===== config.mk =====
export PLATFORM = sky130hd
export DESIGN_NAME = io_switch_pcfg
export DESIGN_NICKNAME = d
export VERILOG_FILES = /design/src/rtl/iosw_pkg.sv /design/src/rtl/iosw_chan.sv /design/src/rtl/io_switch_pcfg.sv
export SDC_FILE = /design/constraint.sdc
export NUM_CORES = 1
export LEC_CHECK = 0
export BUFFER_PORTS_ARGS = -buffer_cell sky130_fd_sc_hd__clkbuf_2
export CORE_MARGIN = 2
export CORE_UTILIZATION = 57
export DETAILED_ROUTE_END_ITERATION = 7
export HOLD_SLACK_MARGIN = 0.08
export PLACE_DENSITY = 0.85
export SLEW_MARGIN = 5
export SYNTH_ARGS = -nofsm -noshare
export SYNTH_HDL_FRONTEND = slang
export SYNTH_SLANG_ARGS = --single-unit

===== constraint.sdc =====
create_clock -name prog_clk -period 2.6 [get_ports prog_clk]
set_input_delay 0.52 -clock prog_clk [delete_from_list [all_inputs] [get_ports prog_clk]]
set_output_delay 0.52 -clock prog_clk [all_outputs]
set_load 0.1 [all_outputs]

===== src/rtl/iosw_pkg.sv =====
// Shared types and helpers for the parametrised I/O switch.
// Default field layout is {oe, inv, sel}, MSB first.
package iosw_pkg;

  localparam int unsigned DEF_NUM_PADS = 8;
  localparam int unsigned DEF_TAPS     = 4;
  localparam int unsigned DEF_SEL_W    = $clog2(DEF_TAPS);
  localparam int unsigned OE_BIT       = DEF_SEL_W + 1;
  localparam int unsigned INV_BIT      = DEF_SEL_W;

  typedef struct packed {
    logic                 oe;
    logic                 inv;
    logic [DEF_SEL_W-1:0] sel;
  } iosw_fld_t;

  localparam iosw_fld_t FLD_RST = '0;

  function automatic int unsigned cfg_len(input int unsigned num_pads,
                                          input int unsigned taps);
    return num_pads * ($clog2(taps) + 2);
  endfunction

endpackage


===== src/rtl/iosw_chan.sv =====
// One pad channel: tap select, optional inversion, OE gating and the
// replicated pad input returned to the core while the pad is an input.
module iosw_chan
  import iosw_pkg::*;
#(
  parameter  int unsigned TAPS  = DEF_TAPS,
  localparam int unsigned SEL_W = $clog2(TAPS),
  localparam int unsigned FLD_W = SEL_W + 2
) (
  input  logic [FLD_W-1:0] fld,
  input  logic [TAPS-1:0]  taps,
  input  logic             pad_in,
  output logic             pad_out,
  output logic             pad_oe,
  output logic [TAPS-1:0]  core_in
);

  logic             oe;
  logic             inv;
  logic [SEL_W-1:0] sel;
  logic             tap;

  assign oe  = fld[SEL_W+1];
  assign inv = fld[SEL_W];
  assign sel = fld[SEL_W-1:0];

  // Selects with no matching tap fall through to tap 0.
  always_comb begin
    tap = taps[0];
    for (int unsigned i = 0; i < TAPS; i++) begin
      if (sel == SEL_W'(i)) tap = taps[i];
    end
  end

  always_comb begin
    pad_oe  = oe;
    pad_out = oe & (tap ^ inv);
    core_in = oe ? '0 : {TAPS{pad_in}};
  end

endmodule


===== src/rtl/io_switch_pcfg.sv =====
// Double-buffered fabric I/O switch with a serial shadow config chain.
// Optional macro IOSW_OUT_REG_EN registers pad_out, pad_oe and core_in.
module io_switch_pcfg
  import iosw_pkg::*;
#(
  parameter  int unsigned NUM_PADS = DEF_NUM_PADS,
  parameter  int unsigned TAPS     = DEF_TAPS,
  localparam int unsigned SEL_W    = $clog2(TAPS),
  localparam int unsigned FLD_W    = SEL_W + 2,
  localparam int unsigned CFG_LEN  = cfg_len(NUM_PADS, TAPS),
  localparam int unsigned CORE_W   = NUM_PADS * TAPS
) (
  input  logic                prog_clk,
  input  logic                prog_rst_n,
  input  logic                prog_en,
  input  logic                prog_in,
  output logic                prog_out,
  output logic                cfg_valid,
  output logic                cfg_err,
  input  logic [CORE_W-1:0]   core_out,
  output logic [CORE_W-1:0]   core_in,
  input  logic [NUM_PADS-1:0] pad_in,
  output logic [NUM_PADS-1:0] pad_out,
  output logic [NUM_PADS-1:0] pad_oe
);

  localparam int unsigned CNT_W = $clog2(CFG_LEN + 2);
  localparam logic [CNT_W-1:0] CNT_LEN = CNT_W'(CFG_LEN);
  localparam logic [CNT_W-1:0] CNT_SAT = CNT_W'(CFG_LEN + 1);

  logic [CFG_LEN-1:0] shadow;
  logic [CFG_LEN-1:0] active;
  logic [CNT_W-1:0]   bcnt;
  logic               prog_en_q;

  assign prog_out = shadow[0];

  // A session ends on the first idle edge after shifting; only an exact
  // CFG_LEN-bit session is committed.
  always_ff @(posedge prog_clk or negedge prog_rst_n) begin
    if (!prog_rst_n) begin
      shadow    <= '0;
      active    <= '0;
      bcnt      <= '0;
      prog_en_q <= 1'b0;
      cfg_valid <= 1'b0;
      cfg_err   <= 1'b0;
    end else begin
      prog_en_q <= prog_en;
      if (prog_en) begin
        shadow <= {prog_in, shadow[CFG_LEN-1:1]};
        if (bcnt != CNT_SAT) bcnt <= bcnt + 1'b1;
      end else if (prog_en_q) begin
        bcnt <= '0;
        if (bcnt == CNT_LEN) begin
          active    <= shadow;
          cfg_valid <= 1'b1;
          cfg_err   <= 1'b0;
        end else begin
          cfg_err   <= 1'b1;
        end
      end
    end
  end

  logic [NUM_PADS-1:0] pad_out_c;
  logic [NUM_PADS-1:0] pad_oe_c;
  logic [CORE_W-1:0]   core_in_c;

  for (genvar p = 0; p < NUM_PADS; p++) begin : g_chan
    iosw_chan #(
      .TAPS (TAPS)
    ) u_chan (
      .fld     (active[CFG_LEN-1-p*FLD_W -: FLD_W]),
      .taps    (core_out[p*TAPS +: TAPS]),
      .pad_in  (pad_in[p]),
      .pad_out (pad_out_c[p]),
      .pad_oe  (pad_oe_c[p]),
      .core_in (core_in_c[p*TAPS +: TAPS])
    );
  end

`ifdef IOSW_OUT_REG_EN
  always_ff @(posedge prog_clk or negedge prog_rst_n) begin
    if (!prog_rst_n) begin
      pad_out <= '0;
      pad_oe  <= '0;
      core_in <= '0;
    end else begin
      pad_out <= pad_out_c;
      pad_oe  <= pad_oe_c;
      core_in <= core_in_c;
    end
  end
`else
  always_comb begin
    pad_out = pad_out_c;
    pad_oe  = pad_oe_c;
    core_in = core_in_c;
  end
`endif

endmodule

==> out/results.tsv <==
stage	metric	value	unit
job	number of max-cap violations	0	
floorplan	initial core utilization	0.5836	
worst_setup_path	Critical Setup Path Class	reg2out	
worst_setup_path	maximum fanout count along the critical path	2	
clocking	CTS tree	built	
synth	most common cell in the netlist	sky130_fd_sc_hd__dfrtp_1	
grt	global-route total usage across every layer	0.1812	
sta	final max-slew violation count	0	
final_layout	area of combinational cells with multiple inputs	1469	um^2
grt	leftover overflow at the end of global routing	0	
final_layout	Antenna Cells	0	
drt	number of detailed-routing iterations run before antenna repair	4	
clocking	setup fix buffers added after clock tree synthesis	0	
clocking	clock tree sinks	73	
synth	number of distinct library cells after synthesis	36	
drt	count of routing violations after the opening detailed-route iteration	125	
drt	DRC	0	
outcome	result of the run	finished, final reports clean	
synth	Yosys top cell area share	0.4958	
synth	Post-Synth Simple-Gate Area	0.06350	
floorplan	overall die height	84.40	um
synth	combinational family with the most area after synthesis	multiplexers	
clocking	root buffer cell	sky130_fd_sc_hd__clkbuf_8	
drt	remaining antenna violation count	0	
synth	cell taking the most area after synthesis	sky130_fd_sc_hd__dfrtp_1	
floorplan	I/O pins	95	
clocking	clock tree buffer depth	2	
pwr	overall power consumption	0.003264	W
clocking	number of resized instances in the post-cts repair step	0	
grt	first-pass GRT wire length	10210	um
pwr	ratio of total power to cell area	771.1	nW/um^2
final_layout	# nets final	363	
pwr	leakage component of the power	2.142	nW
synth	proportion of synthesized flip-flops having asynchronous set or reset	1.000	
synth	xor and xnor fraction of the mapped netlist area	0.02139	
synth	most instantiated flip-flop cell in the synthesis netlist	sky130_fd_sc_hd__dfrtp_1	
clocking	later-pin clock latency in the skew report	0.34	ns
place	input/output buffers	94	
clocking	# hold bufs at CTS	0	
floorplan	Core Box Area	6314	um^2
sta	headroom to the max-slew limit	0.6353	
min_path	class of the worst hold path	in2async	
synth	fraction of the yosys area taken by sequential cells	0.4958	
final_layout	sequential standard cell area	1827	um^2
floorplan	horizontal die dimension	84.40	um
synth	compound-cell area share of the yosys netlist	0.01664	
synth	Post-synth EDFFs	0	
synth	average footprint of a synthesized cell	14.39	um^2
synth	Syn Nets	303	
place	total half-perimeter wirelength after legalization and detailed placement	4182	um
final_layout	area growth from synthesis to layout	14.87	%
synth	Syn. warnings	0	
grt	largest net degree at the start of global routing	48	
synth	most frequent cells after synthesis	sky130_fd_sc_hd__dfrtp_1, sky130_fd_sc_hd__buf_4, sky130_fd_sc_hd__mux2_2, sky130_fd_sc_hd__mux2_4, sky130_fd_sc_hd__nor2b_1	
sta	Max Freq	0.4256	GHz
worst_setup_path	setup slack of the worst register-to-register path	0.59	ns
grt	number of global-route vias before repair	2154	
synth	Syn Inst Count	256	
pwr	maximum VDD drop	397.6	uV
sta	clock tree skew after final layout	0.01044	ns
sta	Period Utilization, post-route	0.9037	
final_layout	share of final-layout standard cells stronger than drive strength 1	0.6262	
drt	wire length after detailed routing	5850	um
worst_setup_path	arrival time at the worst endpoint	1.83	ns
sta	Setup-failing EPs final	0	
sta	unrepaired setup endpoints after global routing	no	
sta	final critical delay including setup and external delays	2.350	ns
synth	cell types with the largest area share after synthesis	sky130_fd_sc_hd__dfrtp_1, sky130_fd_sc_hd__mux2_4, sky130_fd_sc_hd__mux2_2	
worst_setup_path	Startpoint Class	flip-flop	
floorplan	Die ar.	7123	um^2
clocking	htree depth	3	
drt	number of vias in the routed layout	2094	
floorplan	number of placement rows	29	
sta	final hold vios	0	
synth	summed instance area of the synthesized netlist	3685	um^2
worst_setup_path	Setup crit end kind	primary output	
synth	number of synthesized register bits	73	
sta	Total Negative Setup Slacks	0	ns
place	routability congestion estimate from global placement	0.7335	
clocking	Clk pin slew, worst setup/hold paths	0.08	ns
sta	slew of the pin with the lowest slew margin	0.5470	ns
final_layout	Filler cells	429	
synth	mux cell area share after synthesis	0.2812	
grt	initial antenna violation count	0	
drt	Avg WL per Cell	14.70	um
synth	area share of fa/ha/maj cells after synthesis	0.01019	
clocking	clock buffers created by TritonCTS	9	
drt	per-cell via count in the routed design	5.261	
worst_setup_path	Worst Path Required	2.08	ns
## cells by family (layout without fill, tap and decap cells)
group	count (synthesis)	in the layout
and+or+nand+nor	35	35
buffers and inverters	52	117
xor gates and xnor gates	9	9
muxes	75	75
adders and majority gates	3	3
AOI/OAI and AO/OA	9	9
DFF	73	73
## layout by cell type, fill, tap and decap left out, types with 5 or more instances in the layout
cell type	Yosys	final
sky130_fd_sc_hd__dfrtp_1	73	73
sky130_fd_sc_hd__and2_1	8	8
sky130_fd_sc_hd__mux4_2	8	8
sky130_fd_sc_hd__clkbuf_8	0	11
sky130_fd_sc_hd__mux2_2	36	36
sky130_fd_sc_hd__nor2b_2	0	8
sky130_fd_sc_hd__xor2_1	8	8
sky130_fd_sc_hd__mux2_4	28	28
sky130_fd_sc_hd__buf_12	3	8
sky130_fd_sc_hd__buf_4	40	5
sky130_fd_sc_hd__clkbuf_2	0	85
## worst paths after layout
kind | cells past startpoint | endpoint | start
min reg2reg | 1 | cfg_valid$_DFFE_PN0P_ | cfg_valid$_DFFE_PN0P_
max | 4 | pad_out[4] | active[12]$_DFFE_PN0P_
max reg2reg | 4 | active[31]$_DFFE_PN0P_ | bcnt[3]$_DFFE_PN0P_
min | 1 | active[17]$_DFFE_PN0P_ | prog_rst_n
min in group prog_clk | 2 | shadow[31]$_DFFE_PN0P_ | prog_in
max in group asynchronous | 2 | shadow[30]$_DFFE_PN0P_ | prog_rst_n
## where the power goes
part	leakage (nW)	switching [W]	internal, W
clock	0.109	0.000400	0.000492
combinational	1.07	0.000477	0.000318
sequential	0.959	0.000205	0.00137
total	2.14	0.00108	0.00218
## critical path, stage by stage (launching register included)
cell                      delay [ns]
sky130_fd_sc_hd__dfrtp_1        0.40
sky130_fd_sc_hd__mux4_2         0.53
sky130_fd_sc_hd__xor2_1         0.17
sky130_fd_sc_hd__and2_1         0.20
sky130_fd_sc_hd__buf_12         0.18
## cell type report
| cell class | instances | area share |
|---|---|---|
| Clock inverter | 5 | 0.01271 |
| Inverter | 2 | 0.001774 |
| Sequential cell | 73 | 0.4316 |
| Tap cell | 77 | 0.02276 |
| Multi-Input combinational cell | 131 | 0.3470 |
| Clock buffer | 11 | 0.03577 |
| Timing Repair Buffer | 99 | 0.1484 |
## stage by stage
stage | hold slack [ns] | instances | util | setup slack [ns] | instance area [um^2]
after floorplan | 0.2244 | 256 | - | 0.2435 | 3705
after global placement | 0.4547 | 382 | 0.6379 | 0.4365 | 4028
after detailed placement | 0.4693 | 382 | 0.6379 | 0.4357 | 4028
after CTS | 0.1527 | 398 | 0.6704 | 0.2253 | 4233
after global routing | 0.1727 | 398 | 0.6704 | 0.1609 | 4233
final | 0.1547 | 398 | 0.6704 | 0.2505 | 4233
## registers in the layout, summed over array words and instances, names as in the netlist
name / flops
cfg_valid: 1
bcnt: 6
shadow: 32
prog_en_q: 1
active: 32
cfg_err: 1
## metal layers
layer,global-route usage,part of all wire
met1,0.2386,0.45
met2,0.2929,0.50
met3,0.04228,0.043
met4,0.07359,0.0058
met5,0,0
(Power assumes the default switching activity.)
